[src/rtl/lui_issue_buffer.sv]
// lui_issue_buffer: EX-stage LUI result builder with a 2-entry skid buffer feeding the LUI pipeline register
// Ports:
//   Clock, Reset            rising-edge clock, asynchronous active-low reset
//   in_valid/in_ready       ID handshake; in_imm, in_rt, in_is_lui carry the request
//   flush                   drops every buffered entry at the next edge
//   out_ready/out_valid     downstream handshake; out_data/out_rt present the head entry
//   out_we, out_tick        strobes for the downstream register, raised only when a LUI pops
//   lui_count               saturating count of retired LUIs
module lui_issue_buffer #(
  parameter int NrOfBits = 32,
  parameter int ImmBits  = 16,
  parameter int CntBits  = 16
) (
  input  logic                Clock,
  input  logic                Reset,
  input  logic                in_valid,
  output logic                in_ready,
  input  logic [ImmBits-1:0]  in_imm,
  input  logic [4:0]          in_rt,
  input  logic                in_is_lui,
  input  logic                flush,
  input  logic                out_ready,
  output logic                out_valid,
  output logic [NrOfBits-1:0] out_data,
  output logic [4:0]          out_rt,
  output logic                out_we,
  output logic                out_tick,
  output logic [CntBits-1:0]  lui_count
);
  typedef enum logic [1:0] {EMPTY, ONE, FULL} state_t;
  state_t state_q, state_d;
  logic rdy_q, push, pop, head_lui, sec_lui;
  logic [NrOfBits-1:0] new_data, sec_data;
  logic [4:0] sec_rt;
  logic load_new, load_sec, load_skid;
  // Shift form keeps the zero fill legal even when NrOfBits == ImmBits.
  assign new_data = NrOfBits'(in_imm) << (NrOfBits - ImmBits);
  always_ff @(posedge Clock or negedge Reset)
    if (!Reset) begin
      state_q <= EMPTY;
      rdy_q   <= 1'b0;
    end else begin
      state_q <= state_d;
      rdy_q   <= 1'b1;
    end
  always_comb
    state_d = flush              ? EMPTY :
              (state_q == EMPTY) ? (push ? ONE : EMPTY) :
              (state_q == ONE)   ? ((push && !pop) ? FULL : (pop && !push) ? EMPTY : ONE) :
                                   (pop ? ONE : FULL);
  always_comb begin
    out_valid = state_q != EMPTY;
    in_ready  = rdy_q && state_q != FULL && !flush;
    push      = in_valid && in_ready;
    pop       = out_valid && out_ready;
    out_we    = pop && head_lui;
    out_tick  = out_we;
  end
  // The head lives directly in the output registers so it holds its last value when empty.
  assign load_new  = !flush && push && (state_q == EMPTY || pop);
  assign load_sec  = !flush && pop && state_q == FULL;
  assign load_skid = !flush && push && !pop && state_q == ONE;
  always_ff @(posedge Clock or negedge Reset)
    if (!Reset) begin
      out_data  <= '0;
      out_rt    <= '0;
      head_lui  <= 1'b0;
      sec_data  <= '0;
      sec_rt    <= '0;
      sec_lui   <= 1'b0;
      lui_count <= '0;
    end else begin
      if (load_new) begin
        out_data <= new_data;
        out_rt   <= in_rt;
        head_lui <= in_is_lui;
      end else if (load_sec) begin
        out_data <= sec_data;
        out_rt   <= sec_rt;
        head_lui <= sec_lui;
      end
      if (load_skid) begin
        sec_data <= new_data;
        sec_rt   <= in_rt;
        sec_lui  <= in_is_lui;
      end
      if (out_we && lui_count != '1)
        lui_count <= lui_count + CntBits'(1);
    end
endmodule

[config.mk]
export PLATFORM = sky130hd
export DESIGN_NAME = lui_issue_buffer
export DESIGN_NICKNAME = d
export VERILOG_FILES = /design/src/rtl/lui_issue_buffer.sv
export SDC_FILE = /design/constraint.sdc
export NUM_CORES = 1
export LEC_CHECK = 0
export ABC_AREA = 1
export CELL_PAD_IN_SITES_DETAIL_PLACEMENT = 0
export CELL_PAD_IN_SITES_GLOBAL_PLACEMENT = 2
export CORE_UTILIZATION = 27
export DETAILED_ROUTE_END_ITERATION = 12
export PLACE_DENSITY = 0.81
export SLEW_MARGIN = 25
export SYNTH_ARGS = -nofsm -noshare
export SYNTH_HDL_FRONTEND = slang
export SYNTH_SLANG_ARGS = --single-unit
[constraint.sdc]
create_clock -name Clock -period 1.7 [get_ports Clock]
set_input_delay 0.34 -clock Clock [delete_from_list [all_inputs] [get_ports Clock]]
set_output_delay 0.34 -clock Clock [all_outputs]
set_load 0.02 [all_outputs]
==> impl_metrics.env <==
export IMPL_dp_slack_ps=-319.9
export IMPL_place_inst=622
export IMPL_crit_fanout=2
export IMPL_fp_dieH_um=110.6
export IMPL_most_common_layout_cells="149 x nand2_1, 68 x nand3_1, 63 x dfrtp_1, 44 x clkdlybuf4s50_1, 24 x buf_4"
export IMPL_antenna_found_initial=0
export IMPL_hpwl_um=5925
export IMPL_cpMaxStageDelayCell="clkdlybuf4s50_1"
export IMPL_final_max_slew_viol_count=0
export IMPL_final_setup_tns_ps=0
export IMPL_whs_ps=445.8
export IMPL_ys_seq_area_share_pct=49.53
export IMPL_first_iter_violations=138
export IMPL_path_class="register to output port"
export IMPL_synth_compound_area_share_pct=2.987
export IMPL_num_antenna_cells=0
export IMPL_finClkSkew_ps=6.727
export IMPL_crit_buf_inv=1
export IMPL_hold_path_class="input port to asynchronous set/reset pin"
export IMPL_num_rows=39
export IMPL_fin_cells=638
export IMPL_crit_family="buffers and inverters"
export IMPL_synth_seq_cells=63
export IMPL_viasPerCell=4.436
export IMPL_port_buffer_count=67
export IMPL_postSynthCellCount=398
export IMPL_period_share_pct=97.48
export IMPL_cts_root_buf="clkbuf_16"
export IMPL_clock_sinks=63
export IMPL_firstDrtPassIters=4
export IMPL_ir_worst_vdd_mv=0.5316
export IMPL_yosysUniqueCellTypes=27
export IMPL_initial_utilization_pct=27.76
export IMPL_fin_nets=520
export IMPL_leakage_nw=2.243
export IMPL_ant_nets=0
export IMPL_grt_use_total_pct=15.01
export IMPL_drcViolationCount=0
export IMPL_drive_above_1_share_pct=13.74
export IMPL_cts_made_buffers=9
export IMPL_area_delta_synth_final_pct=39.39
export IMPL_setup_violations=0
export IMPL_r2r_slack_ps=200
export IMPL_ys_warnings_count=0
export IMPL_die_w_um=110.6
export IMPL_cts_setup_buffers=0
export IMPL_final_hold_viol_count=0
export IMPL_fin_crit_ps=1657
export IMPL_coreArea_mm2=0.01147
export IMPL_required_ps=1360
export IMPL_cts_tree="yes"
export IMPL_vias=2830
export IMPL_clk_insertion_delay_late_ps=330
export IMPL_io_pin_count=84
export IMPL_final_util_pct=38.69
export IMPL_max_stage_delay_ps=610
export IMPL_cts_max_path_buffers=2
export IMPL_syn_avg_cell_area_um2=7.998
export IMPL_crit_path_cell_trace="clkdlybuf4s50_1"
export IMPL_die_area_mm2=0.01223
export IMPL_wl_per_cell_um=13.51
export IMPL_synthXorXnorAreaFrac_pct=1.651
export IMPL_final_common_cell="nand2_1"
export IMPL_cap_viol_max_count=0
export IMPL_gr_total_overflow=0
export IMPL_synth_top_family_by_area="simple AND/OR/NAND/NOR gates"
export IMPL_status="finished clean"
export IMPL_netlist_area_mm2=0.003183
export IMPL_wirelength_um=8618
export IMPL_setup_worst_path_end_class="output port"
export IMPL_synthAdderAreaFrac_pct=0.7862
export IMPL_routabilityCongestion=0.7955
export IMPL_cp_start_kind="register"
export IMPL_grt_first_pass_wirelength_um=14410
export IMPL_yosys_area_share_simple_pct=35.57
export IMPL_final_setup_worst_slack_ps=42.77
export IMPL_power_density_mw_per_mm2=1014
export IMPL_rsz0062_at_grt="false"
export IMPL_cp_arrival_ps=1320
export IMPL_timing_fmax_mhz=603.4
export IMPL_htreeDepth=3
export IMPL_clk_pin_slew_ps=60
export IMPL_grt_pass1_vias=2878
export IMPL_muxShareOfSynthArea_pct=0
export IMPL_grt_max_degree=53
synth_stat cells (all sizes together):
cell	number	share of area, %
nand2	155	19
nand3	70	11
dfrtp	63	50
buf	27	5.9
inv	24	2.9
nor2	20	3.2
o21ai	9	1.4
nand4	8	1.6
xnor2	6	1.7
o211ai	4	0.94
clkbuf	3	0.35
conb	2	0.24
ha	2	0.79
o21a	2	0.47
a21oi	1	0.16
clkinv	1	0.12
nand3b	1	0.24
registers in the layout, indices dropped and copies added, names as in the netlist:
register	count
out_rt	5
out_data	16
state_q	2
rdy_q	1
sec_lui	1
sec_rt	5
lui_count	16
head_lui	1
sec_data	16
cells by family after synthesis:
group	after synthesis
DFF	63
AOI/OAI and AO/OA	16
adders and majority gates	2
buffers and inverters	55
and+or+nand+nor	254
other	2
xor gates and xnor gates	6
routing by layer:
metal | track usage, % | vias up | share of wire [%]
li1 | - | 1429 | -
met1 | 18.39 | 1324 | 46
met2 | 25.55 | 67 | 48
met3 | 4.610 | 10 | 4.3
met4 | 3.822 | 0 | 1.1
met5 | 0 | - | 0
worst reg2reg max path: stages (launching register included):
cell and delay [ps]:
dfrtp_1 390, buf_4 150, nor2_4 130, nor2_4 50
nand2_1 60, inv_2 40, ha_1 270, o21ai_0 150
nor2_1 60, o21a_1 90
final cells by class:
cell class                 count  area [um2]
fill                        1173        7030
sequential                    63        1577
multi-input combinational    295        1374
timing repair buffer          97       924.6
clock buffer                   9       225.2
tap                          143       178.9
inverter                      25       96.34
clock inverter                 6       61.31
report_power, final:
part	switching, mW	internal (mW)	leakage [nW]	total [mW]
sequential	0.120	1.70	0.830	1.82
clock	0.670	1.12	0.141	1.79
combinational	0.477	0.414	1.27	0.891
total	1.27	3.23	2.24	4.50
path summary, 6_finish.rpt:
kind | start | to | cells past startpoint
max in group asynchronous | Reset | out_rt[2] | 3
min in group Clock | sec_rt[3] | sec_rt[3] | 2
worst max-delay path | out_data[30] | out_data[30] | 1
worst min-delay path | Reset | lui_count[15] | 2
worst min register to register | sec_rt[3] | sec_rt[3] | 2
worst max register to register | state_q[0] | state_q[0] | 9
stage by stage:
| stage | total power, mW | area [um2] |
|---|---|---|
| floorplan | 2.285 | 3239 |
| global placement | 2.752 | 4167 |
| detailed placement | 2.769 | 4167 |
| CTS | 4.599 | 4452 |
| global route | 4.727 | 4437 |
| finish | 4.498 | 4437 |
repair_timing:
action	CTS	global route
hold buffers	1	0
endpoints found under the setup margin	19	7
pin swaps	0	0
resized for setup	26	7
hold endpoints to repair	11	0
No activity file was read; power rests on OpenSTA's default activity.
